**config.mk**
```make
export PLATFORM = sky130hd
export DESIGN_NAME = load_align_unit
export DESIGN_NICKNAME = d
export VERILOG_FILES = /design/src/rtl/load_pkg.sv /design/src/rtl/load_extend.sv /design/src/rtl/load_align_unit.sv
export SDC_FILE = /design/constraint.sdc
export NUM_CORES = 1
export LEC_CHECK = 0
export CAP_MARGIN = 20
export CORE_MARGIN = 3
export CORE_UTILIZATION = 30
export DETAILED_ROUTE_END_ITERATION = 10
export GPL_TIMING_DRIVEN = 0
export SKIP_CTS_REPAIR_TIMING = 1
export SLEW_MARGIN = 20
export SYNTH_ARGS = -nofsm -noshare
export SYNTH_HDL_FRONTEND = slang
export SYNTH_SLANG_ARGS = --single-unit
```
**constraint.sdc**
```tcl
create_clock -name clk -period 6.7 [get_ports clk]
set_input_delay 2.01 -clock clk [delete_from_list [all_inputs] [get_ports clk]]
set_output_delay 2.01 -clock clk [all_outputs]
set_load 0.02 [all_outputs]
```
**src/rtl/load_pkg.sv**
```systemverilog
// Shared definitions for the load alignment path: func3 encodings, FSM states
// and the word-crossing predicate.
package load_pkg;

  localparam logic [2:0] F3_LB  = 3'b000;
  localparam logic [2:0] F3_LH  = 3'b001;
  localparam logic [2:0] F3_LW  = 3'b010;
  localparam logic [2:0] F3_LBU = 3'b100;
  localparam logic [2:0] F3_LHU = 3'b101;

  typedef enum logic [1:0] {
    IDLE     = 2'd0,
    DATA     = 2'd1,
    SPLIT_LO = 2'd2,
    SPLIT_HI = 2'd3
  } state_e;

  // True when the access spills into the next word.
  function automatic logic is_split(input logic [2:0] func3, input logic [1:0] offset);
    return (((func3 == F3_LH) || (func3 == F3_LHU)) && (offset == 2'd3)) ||
           ((func3 == F3_LW) && (offset != 2'd0));
  endfunction

endpackage

```
**src/rtl/load_extend.sv**
```systemverilog
// Byte-lane alignment and sign/zero extension of a (possibly two-word) load.
module load_extend
  import load_pkg::*;
(
  input  logic [63:0] data_i,
  input  logic [1:0]  offset_i,
  input  logic [2:0]  func3_i,
  output logic [31:0] result_o
);

  logic [31:0] word;

  assign word = 32'(data_i >> {offset_i, 3'b000});

  always_comb begin
    result_o = '0;
    case (func3_i)
      F3_LB:   result_o = {{24{word[7]}}, word[7:0]};
      F3_LH:   result_o = {{16{word[15]}}, word[15:0]};
      F3_LW:   result_o = word;
      F3_LBU:  result_o = {24'b0, word[7:0]};
      F3_LHU:  result_o = {16'b0, word[15:0]};
      default: result_o = '0;
    endcase
  end

endmodule

```
**src/rtl/load_align_unit.sv**
```systemverilog
// Load path between the X-stage address and W-stage writeback: issues reads,
// splits word-crossing loads into two beats and extends the result.
//
// state    | meaning
// IDLE     | no load in flight
// DATA     | single-beat read data arriving, result presented
// SPLIT_LO | first beat arriving, second read issued, pipeline held
// SPLIT_HI | second beat arriving, merged result presented
module load_align_unit
  import load_pkg::*;
#(
  parameter int WIDTH            = 32,
  parameter int ADDR_WIDTH       = 32,
  parameter bit ALLOW_MISALIGNED = 1'b1
) (
  input  logic                  clk,
  input  logic                  rst,
  input  logic                  load_valid_X_i,
  input  logic [2:0]            func3_X_i,
  input  logic [ADDR_WIDTH-1:0] addr_X_i,
  input  logic                  stall_i,
  input  logic                  flush_i,
  output logic                  mem_re_o,
  output logic [ADDR_WIDTH-3:0] mem_addr_o,
  input  logic [WIDTH-1:0]      mem_rdata_i,
  output logic                  busy_o,
  output logic                  load_valid_W_o,
  output logic [WIDTH-1:0]      load_data_W_o,
  output logic                  misaligned_o
);

  localparam int WA = ADDR_WIDTH - 2;

  state_e          state_q;
  logic [2:0]      func3_q;
  logic [1:0]      offset_q;
  logic            split_q;
  logic [WA-1:0]   word_q;
  logic [WIDTH-1:0] lo_q;
  logic [WIDTH-1:0] hold_q;
  logic            held_q;

  logic              kill;
  logic              in_result;
  logic              accept;
  logic              split_x;
  logic [2*WIDTH-1:0] ext_data;
  logic [WIDTH-1:0]  ext_result;

  // Reset is treated like a flush so a load caught mid-flight never pulses valid.
  assign kill      = rst | flush_i;
  assign in_result = (state_q == DATA) || (state_q == SPLIT_HI);
  assign busy_o    = (state_q == SPLIT_LO) & ~rst;
  assign accept    = load_valid_X_i & ~busy_o & ~stall_i & ~kill;
  assign split_x   = is_split(func3_X_i, addr_X_i[1:0]);

  assign ext_data = (state_q == SPLIT_HI) ? {mem_rdata_i, lo_q}
                                          : {{WIDTH{1'b0}}, mem_rdata_i};

  load_extend u_extend (
    .data_i   (ext_data),
    .offset_i (offset_q),
    .func3_i  (func3_q),
    .result_o (ext_result)
  );

  always_comb begin
    mem_re_o   = 1'b0;
    mem_addr_o = '0;
    if (accept) begin
      mem_re_o   = 1'b1;
      mem_addr_o = addr_X_i[ADDR_WIDTH-1:2];
    end else if ((state_q == SPLIT_LO) && !kill) begin
      mem_re_o   = 1'b1;
      mem_addr_o = word_q + {{(WA-1){1'b0}}, 1'b1};
    end
  end

  always_comb begin
    load_valid_W_o = 1'b0;
    load_data_W_o  = '0;
    misaligned_o   = 1'b0;
    if (in_result && !kill) begin
      // A split flag seen in DATA means crossing loads are not supported.
      if ((state_q == DATA) && split_q) begin
        misaligned_o = ~held_q;
      end else begin
        load_valid_W_o = 1'b1;
        load_data_W_o  = held_q ? hold_q : ext_result;
      end
    end
  end

  always_ff @(posedge clk) begin
    if (rst) begin
      state_q  <= IDLE;
      func3_q  <= '0;
      offset_q <= '0;
      split_q  <= 1'b0;
      word_q   <= '0;
      lo_q     <= '0;
      hold_q   <= '0;
      held_q   <= 1'b0;
    end else if (flush_i) begin
      state_q <= IDLE;
      held_q  <= 1'b0;
    end else if (state_q == SPLIT_LO) begin
      lo_q    <= mem_rdata_i;
      state_q <= SPLIT_HI;
    end else if (in_result && stall_i) begin
      // Memory data is only valid for one cycle, so freeze the result on entry.
      if (!held_q) begin
        hold_q <= ext_result;
        held_q <= 1'b1;
      end
    end else begin
      held_q <= 1'b0;
      if (accept) begin
        func3_q  <= func3_X_i;
        offset_q <= addr_X_i[1:0];
        split_q  <= split_x;
        word_q   <= addr_X_i[ADDR_WIDTH-1:2];
        state_q  <= (split_x && ALLOW_MISALIGNED) ? SPLIT_LO : DATA;
      end else begin
        state_q <= IDLE;
      end
    end
  end

endmodule
```
# Word-level counts from Yosys, hierarchy flattened
# Cells that the tools add are included.
# word_totals
ff_bits	103
input_bits	72
elab_cells	69
# classes
n_addsub	1
n_eq_ne	12
shift	1
muxes	18
bitwise_logic	13
n_reduce_logical	16
# op_table
cell	count
$pmux W32 S5	1
$mux W32	3
$mux W64	1
$shr A64 B5 Y32	1
$mux W30	2
$add A30 B1 Y30 const B	1
$eq A3 B3 Y1 const B	3
$mux W2	4
$not A1 Y1	8
$mux W1	7
$eq A2 B2 Y1 const B	3
$eq A3 B1 Y1 const B	2
$eq A3 B2 Y1 const B	2
$logic_and A1 B1 Y1	6
$and A1 B1 Y1	4
$reduce_and A4 Y1	1
$logic_not A3 Y1	1
$logic_or A1 B1 Y1	3
$reduce_and A3 Y1	1
$eq A2 B1 Y1 const B	1
$ne A2 B2 Y1 const B	1
$reduce_and A2 Y1	1
$reduce_bool A2 Y1	1
$reduce_or A2 Y1	1
other kinds (2)	2

# Logic depth before layout (Yosys ltp)
# depth
ltp_word	9
ltp_mapped	9

# Cells and area by module
# Synthesis repeated with hierarchy kept, for this count alone.
# hier_totals
hier_cells	849
hier_area_um2	6777.8
# by_module_without_submodules
module	n_inst	cells_each	area_each_um2	seq_area_each_um2
load_align_unit	1	734	5557.8	2062.0
load_extend	1	115	1219.9	0.0

# Worst setup path after synthesis
# Ideal clock, no wire load.
# synth_timing
kind	input to output
startpoint	in mem_rdata_i[7]
endpoint	out load_data_W_o[20]
arrival_ns	3.769
slack_ns	0.921
cell_stages	5
n_path_buf	1
path_cell_list	mux2i_1 -> mux4_2 -> o32a_4 -> clkbuf_1 -> a221oi_1
# synth_via
elab_chain_cells	6
# synth_lines
element	line	source
from (decl)	load_align_unit.sv:25	input logic [WIDTH-1:0] mem_rdata_i,
$mux W64	load_align_unit.sv:57	assign ext_data = (state_q == SPLIT_HI) ? {mem_rdata_i, lo_q}
$shr A64 B5 Y32	load_extend.sv:13	assign word = 32'(data_i >> {offset_i, 3'b000});
$pmux W32 S5	load_extend.sv:17	case (func3_i)
$mux W32	n/a	
$mux W32	load_align_unit.sv:85	if ((state_q == DATA) && split_q) begin
$mux W32	load_align_unit.sv:83	if (in_result && !kill) begin
to (decl)	load_align_unit.sv:28	output logic [WIDTH-1:0] load_data_W_o,
# Every way passes these cells.

# Final worst setup path
# layout_timing
startpoint	in rst
endpoint	out load_data_W_o[1]
# layout_via
elab_chain_cells	4
# layout_lines
element	line	source
from (decl)	load_align_unit.sv:17	input logic rst,
$or A1 B1 Y1	load_align_unit.sv:51	assign kill = rst | flush_i;
$logic_not A1 Y1	load_align_unit.sv:83	
$logic_and A1 B1 Y1	load_align_unit.sv:83	
$mux W32	load_align_unit.sv:83	
# Every way passes these cells.

==> impl_metrics.env <==
export IMPL_yosys_area_share_adder_pct=0.202
export IMPL_clock_skew_ns=0.0104
export IMPL_gp_congestion=0.864
export IMPL_ys_types=52
export IMPL_power_leakage_uw=0.00280
export IMPL_power_internal_uw=961
export IMPL_cts_root_buffer="clkbuf_16"
export IMPL_cp_end_kind="output port"
export IMPL_boundaryPins=138
export IMPL_drv_slew=0
export IMPL_cts_path_max_buffers=2
export IMPL_grt_usage_pct=19.2
export IMPL_min_period_ns=6.55
export IMPL_irDropWorstVdd_uv=112
export IMPL_syn2layout_area_growth_pct=33.3
export IMPL_synth_compound_area_share_pct=24.1
export IMPL_core_um2=19900
export IMPL_drtIter0Drc=445
export IMPL_rsz0062_at_grt="false"
export IMPL_yosys_most_used_dff="dfxtp_1"
export IMPL_hpwl_mm=16.6
export IMPL_cts_sinks=103
export IMPL_worstMarginPinSlew_ns=0.836
export IMPL_syn_nets=846
export IMPL_start_util_pct=31.2
export IMPL_max_cap_violations=0
export IMPL_p_comb_share_pct=12.9
export IMPL_setup_tns_ns=0
export IMPL_die_width_um=150
export IMPL_fin_util_pct=41.5
export IMPL_core_rowCount=51
export IMPL_grt_pass1_vias=6082
export IMPL_antenna_found_initial=0
export IMPL_p_total_uw=1330
export IMPL_required_ns=4.69
export IMPL_synth_xor_area_share_pct=3.95
export IMPL_die_area_um2=22400
export IMPL_clk_latency_ns=0.37
export IMPL_status="finished clean"
export IMPL_final_layout_size_suffix_gt1_share_pct=8.86
export IMPL_yosysSeqAreaShare_pct=33.2
export IMPL_synth_mux_area_fraction_pct=13.5
export IMPL_ant_nets=0
export IMPL_yosys_warnings=0
export IMPL_wirelength_mm=22.0
export IMPL_async_flop_share_pct=0
export IMPL_synth_edf_count=0
export IMPL_dr_pass1_iters=8
export IMPL_num_vias=6400
export IMPL_port_buffers=137
export IMPL_finalCritPeriodShare_pct=97.8
export IMPL_netlist_area_um2=6200
export IMPL_synth_avg_cell_area_um2=8.03
export IMPL_fin_nets=994
export IMPL_drcViolationCount=0
export IMPL_die_height_um=150
export IMPL_max_slew_margin_pct=44.3
export IMPL_grt_start_max_net_pins=20
export IMPL_synth_top_family_by_area="compound AO/OA/AOI/OAI gates"
export IMPL_worstSetupPathType="in -> out"
export IMPL_arrival_ns=4.54
export IMPL_p_sw_uw=374
export IMPL_p_sw_share_pct=28.0
export IMPL_final_common_cell="nand2_1"
export IMPL_pwr_share_clk_pct=40.2
export IMPL_wl_per_cell_um=18.5
export IMPL_hold_viol_final=0
export IMPL_critical_path_peak_fanout=10
export IMPL_synthCells=773
export IMPL_hp_class="reg -> reg"
export IMPL_max_freq_mhz=153
export IMPL_setup_viol=0
export IMPL_synthSimpleGateAreaFrac_pct=20.1
export IMPL_cts_tree="yes"
export IMPL_place_inst=1175
export IMPL_final_cell_mix="208 x nand2_1, 119 x clkdlybuf4s50_1, 103 x dfxtp_1"
export IMPL_fillers=2076
export IMPL_final_cells=1191
export IMPL_ys_seq_elements=103
export IMPL_p_per_area_nw_per_um2=161
export IMPL_cts_made_buffers=9
export IMPL_start_kind="primary input"
export IMPL_hold_slack_ns=0.458
export IMPL_diodes=0
export IMPL_vias_per_cell=5.37
export IMPL_seq_power_share_pct=47.0
export IMPL_htree_levels=3
export IMPL_grt_pass1_wl_mm=33.5
export IMPL_clk_pin_slew_ns=0.08
export IMPL_grt_overflow_total=0
[cell type report]
cell class              count  area [um2]  share of cell area [%]
inverters                   8        30.0                   0.363
plain buffers              60         275                    3.33
repair buffers            138        1420                    17.2
multi-input cells         601        3860                    46.6
flip-flops and latches    103        2060                    24.9
well taps                 265         332                    4.01
clock buffers               9         225                    2.72
clock inverters             7        63.8                   0.772
[per-layer routing]
| metal | track usage, % | routed length [um] | vias up | part of all wire [%] |
|---|---|---|---|---|
| li1 | - | - | 3124 | - |
| met1 | 24.6 | 9470 | 2998 | 43 |
| met2 | 31.7 | 10200 | 258 | 46 |
| met3 | 5.78 | 2030 | 20 | 9.2 |
| met4 | 4.53 | 309 | 0 | 1.4 |
| met5 | 0 | 0 | - | 0 |
[power groups by stage]
stage | Clock [uW] | Combinational [uW] | Sequential (uW)
after floorplan | 0 | 79.4 | 639
after global placement | 0 | 170 | 641
after detailed placement | 0 | 169 | 641
after CTS | 546 | 170 | 627
after global routing | 570 | 183 | 628
final | 536 | 172 | 627
[stage by stage]
stage               worst slack, ns  cell area, um2
global placement             -0.243            7910
CTS                          -0.256            8200
floorplan                     0.921            6200
global route                0.00728            8270
detailed placement           -0.255            7910
finish                        0.146            8270
[synth_stat cells, types with 16 or more instances]
master | count | area (um2)
nor2_1 | 19 | 71.3
a222oi_1 | 16 | 160
a21oi_1 | 86 | 430
xnor2_1 | 21 | 184
dfxtp_1 | 103 | 2060
a221oi_1 | 22 | 193
o21ai_0 | 47 | 235
nand2_1 | 208 | 781
clkbuf_1 | 45 | 169
a22o_1 | 16 | 140
mux2i_1 | 30 | 300
[worst max-delay path, cell delays in order]
cell and delay (ns):
clkdlybuf4s50_1 0.42, clkbuf_2 0.23, nor2_1 0.22, nand3_1 0.19, clkbuf_2 0.26, inv_1 0.14
nand3_2 0.18, o21ai_0 0.25, clkdlybuf4s50_1 0.65
[kinds of logic after synthesis]
family / after synthesis
flip-flops: 103
AND/OR/NAND/NOR: 292
XOR/XNOR: 28
AO/OA/AOI/OAI: 219
buffers and inverters: 69
adder cells (fa/ha/maj): 1
multiplexers: 61
[path summary, 6_finish.rpt]
path	from	endpoint	slack [ns]	cells after the start
worst min register to register	lo_q[3]	lo_q[3]	0.46	2
worst max register to register	offset_q[0]	hold_q[22]	4.00	6
worst max-delay path	rst	load_data_W_o[1]	0.15	9
worst min-delay path	lo_q[3]	lo_q[3]	0.46	2
[sequential cells by signal, indices dropped and copies added, names as in the netlist]
signal / cells
word_q: 30
hold_q: 32
split_q: 1
state_q: 2
held_q: 1
lo_q: 32
offset_q: 2
func3_q: 3
(Power assumes the default switching activity.)
==> variant: new RTL, same flow settings <==
Encoding of `state_e`: now one-hot (4 bits for 4 states).
--- a/src/rtl/load_pkg.sv
+++ b/src/rtl/load_pkg.sv
@@ -10,7 +10,7 @@
 
-  typedef enum logic [1:0] {
-    IDLE     = 2'd0,
-    DATA     = 2'd1,
-    SPLIT_LO = 2'd2,
-    SPLIT_HI = 2'd3
+  typedef enum logic [3:0] {
+    IDLE     = 4'b0001,
+    DATA     = 4'b0010,
+    SPLIT_LO = 4'b0100,
+    SPLIT_HI = 4'b1000
   } state_e;
Formal check against the unedited RTL: no difference found for any inputs over 4 cycles, from zero or initial values and one cycle with rst high; so few cycles prove little.
==> variant against the unedited design <==
Total power grew 0.22%; count of clock-buffer cells in the layout grew 1; sequential power grew 1%; area after synthesis grew 3.7%; sequential cell count grew 2; setup slack lost 0.038 ns; wire length grew 3.2%; cell area grew 2.3%; largest cell class unchanged.
==> variant: results (changes against the unedited design) <==
Run status
  – Status: finished clean

Cells and area
  – Layout Nets: 1,007 (+1.3%)
  – Filler cells: 2,118 (+2.0%)
  – Antenna Cells: 0 (unchanged)
  – Regs by FF count: hold_q (32), lo_q (32), word_q (30)
  – Layout cells sized above 1: 0.0916 (+0.00303)

Synthesis
  – Synth area leaders: dfxtp_1 33%, nand2_1 11%, a21oi_1 6.7%, mux2i_1 5.4%, mux4_2 5.3%
  – YS warnings: 0 (unchanged)
  – Syn_nets: 860 (+1.7%)
  – Netlist cell types: 60 (+15%)
  – Register area share after synthesis: 0.327 (-0.00554)
  – Top cells by count, synth: 181 x nand2_1, 105 x dfxtp_1, 86 x a21oi_1
  – Syn Std Cell Area: 6430 um^2 (+3.7%)
  – Gate Count Post-Synth: 787 (+1.8%)
  – Post-synth top area share: 0.327 (-0.00554)
  – Ys async rst share: 0 (unchanged)

Placement
  – GP Congestion: 0.880 (+1.9%)
  – Port bufs: 135 (-1.5%)
  – DP HPWL: 17,400 um (+4.3%)

Power and ir drop
  – Pwr per Cell Area: 158 nW/um^2 (-2.0%)
  – Peak VDD IR: 0.129 mV (+15%)
  – P_leak: 2.75 nW (-1.6%)

Clock tree
  – Clock slew at reported path FFs: approximately 0.07 ns
  – Clk buf depth: 2 (unchanged)
  – Later-pin clock latency in the skew report: between 0.3 and 0.4 ns
  – Root buffer cell: clkbuf_16
  – Number of buffers created by CTS: 9 (unchanged)
  – # H-tree levels: 3 (unchanged)

Global routing
  – Initial antenna violation count: 0 (unchanged)
  – Global-route wire length before repair: 35,300 um (+5.4%)
  – Vias in the first global route: 6,167 (+1.4%)
  – Largest net degree at the start of global routing: 19 (-5.0%)
  – Gr usage total: 0.187 (-0.00447)

Detailed routing
  – Initial DRC Count: 510 (+15%)
  – First-pass iteration count of the detailed router: 9 (+1)
  – Via Count: 6,506 (+1.7%)
  – Avg WL per Cell: 18.8 um (+1.7%)

Critical path
  – Reg-to-Reg End: hold_q[1]
  – CP max stage delay: 0.57 ns (-0.08 ns)
  – Arr. time, crit path: 4.58 ns (+0.04 ns)
  – FF-to-FF Start: state_q[3]
  – R2r setup slk: 3.96 ns (-0.04 ns)
  – CP Max Fanout: 10 (unchanged)
  – Slowest CP cell: clkdlybuf4s50_1
  – Register-to-Register Path Depth: 7 (+1)
  – Kind of cell adding the most delay to the critical path: buffers and inverters

Timing
  – Clock Skew: 0.0177 ns (+0.00727 ns)
  – Slew HR: 0.497 (+0.0546)

Worst hold path
  – Hold Path Class: reg2reg
  – HP Start: lo_q[5]
  – Worst hold stages: 2 (unchanged)
  – Hold EP: lo_q[5]
## variant: cell types whose count changed in the layout (fill, tap and decap cells not counted), moves of 13 or more
cell / unedited run / this run
nand2_1: 208 / 181
a211oi_1: 1 / 20
a22o_1: 16 / 1
o21ai_0: 45 / 32
xnor2_1: 21 / 7
nor2_1: 17 / 31
## variant: kinds of logic after synthesis
| family | after synthesis | synth area share |
|---|---|---|
| adder cells (fa/ha/maj) | 1 | 0.00195 |
| buffers and inverters | 71 | 0.0471 |
| flip-flops | 105 | 0.327 |
| multiplexers | 66 | 0.135 |
| AO/OA/AOI/OAI | 219 | 0.236 |
| AND/OR/NAND/NOR | 299 | 0.218 |
| XOR/XNOR | 26 | 0.0354 |
## variant: layer usage
metal  track usage  routed length (um)  up-vias
met2         0.304               10600      234
met4        0.0339                 228        0
li1              -                   -     3191
met5             0                   0        -
met3        0.0358                1400       15
met1         0.263               10400     3066
## variant: worst max-delay path by stage
stage                         start  slack [ns]  depth (start not counted)                 to
floorplan           mem_rdata_i[31]        1.10                          6  load_data_W_o[20]
global placement     mem_rdata_i[7]       -0.30                          8  load_data_W_o[30]
detailed placement   mem_rdata_i[7]       -0.31                          8  load_data_W_o[30]
CTS                  mem_rdata_i[7]       -0.32                          8  load_data_W_o[30]
global route         mem_rdata_i[7]      -0.006                          8  load_data_W_o[26]
finish               mem_rdata_i[7]        0.11                          8  load_data_W_o[27]
## variant: stage by stage
stage	hold WS (ns)	setup WS, ns	utilization	instances	cell area, um^2
after global routing	0.476	-0.00649	0.410	1209	8460
final	0.453	0.108	0.410	1209	8460
after floorplan	0.426	1.10	-	787	6430
after detailed placement	0.446	-0.308	0.394	1192	8120
after global placement	0.440	-0.301	0.394	1192	8120
after CTS	0.456	-0.324	0.408	1208	8410
## variant: layout make-up
class                   count  area, um^2  area share
plain buffers              64         278      0.0328
clock buffers              10         239      0.0283
clock inverters             6        52.6     0.00621
inverters                   6        22.5     0.00266
multi-input cells         611        4040       0.478
flip-flops and latches    105        2100       0.249
well taps                 270         338      0.0399
repair buffers            137        1380       0.163
## variant: where the power goes
part,switching (W),internal (W)
Combinational,0.0000909,0.0000776
Sequential,0.00000591,0.000629
Clock,0.000267,0.000268
## variant: worst reg2reg max path, cell delays in order (launching register included)
cell      delay, ns
dfxtp_1        0.45
nor4b_4        0.41
buf_6          0.21
buf_4          0.24
mux2i_1        0.39
mux2i_1        0.17
a222oi_1       0.59
a211oi_1       0.14
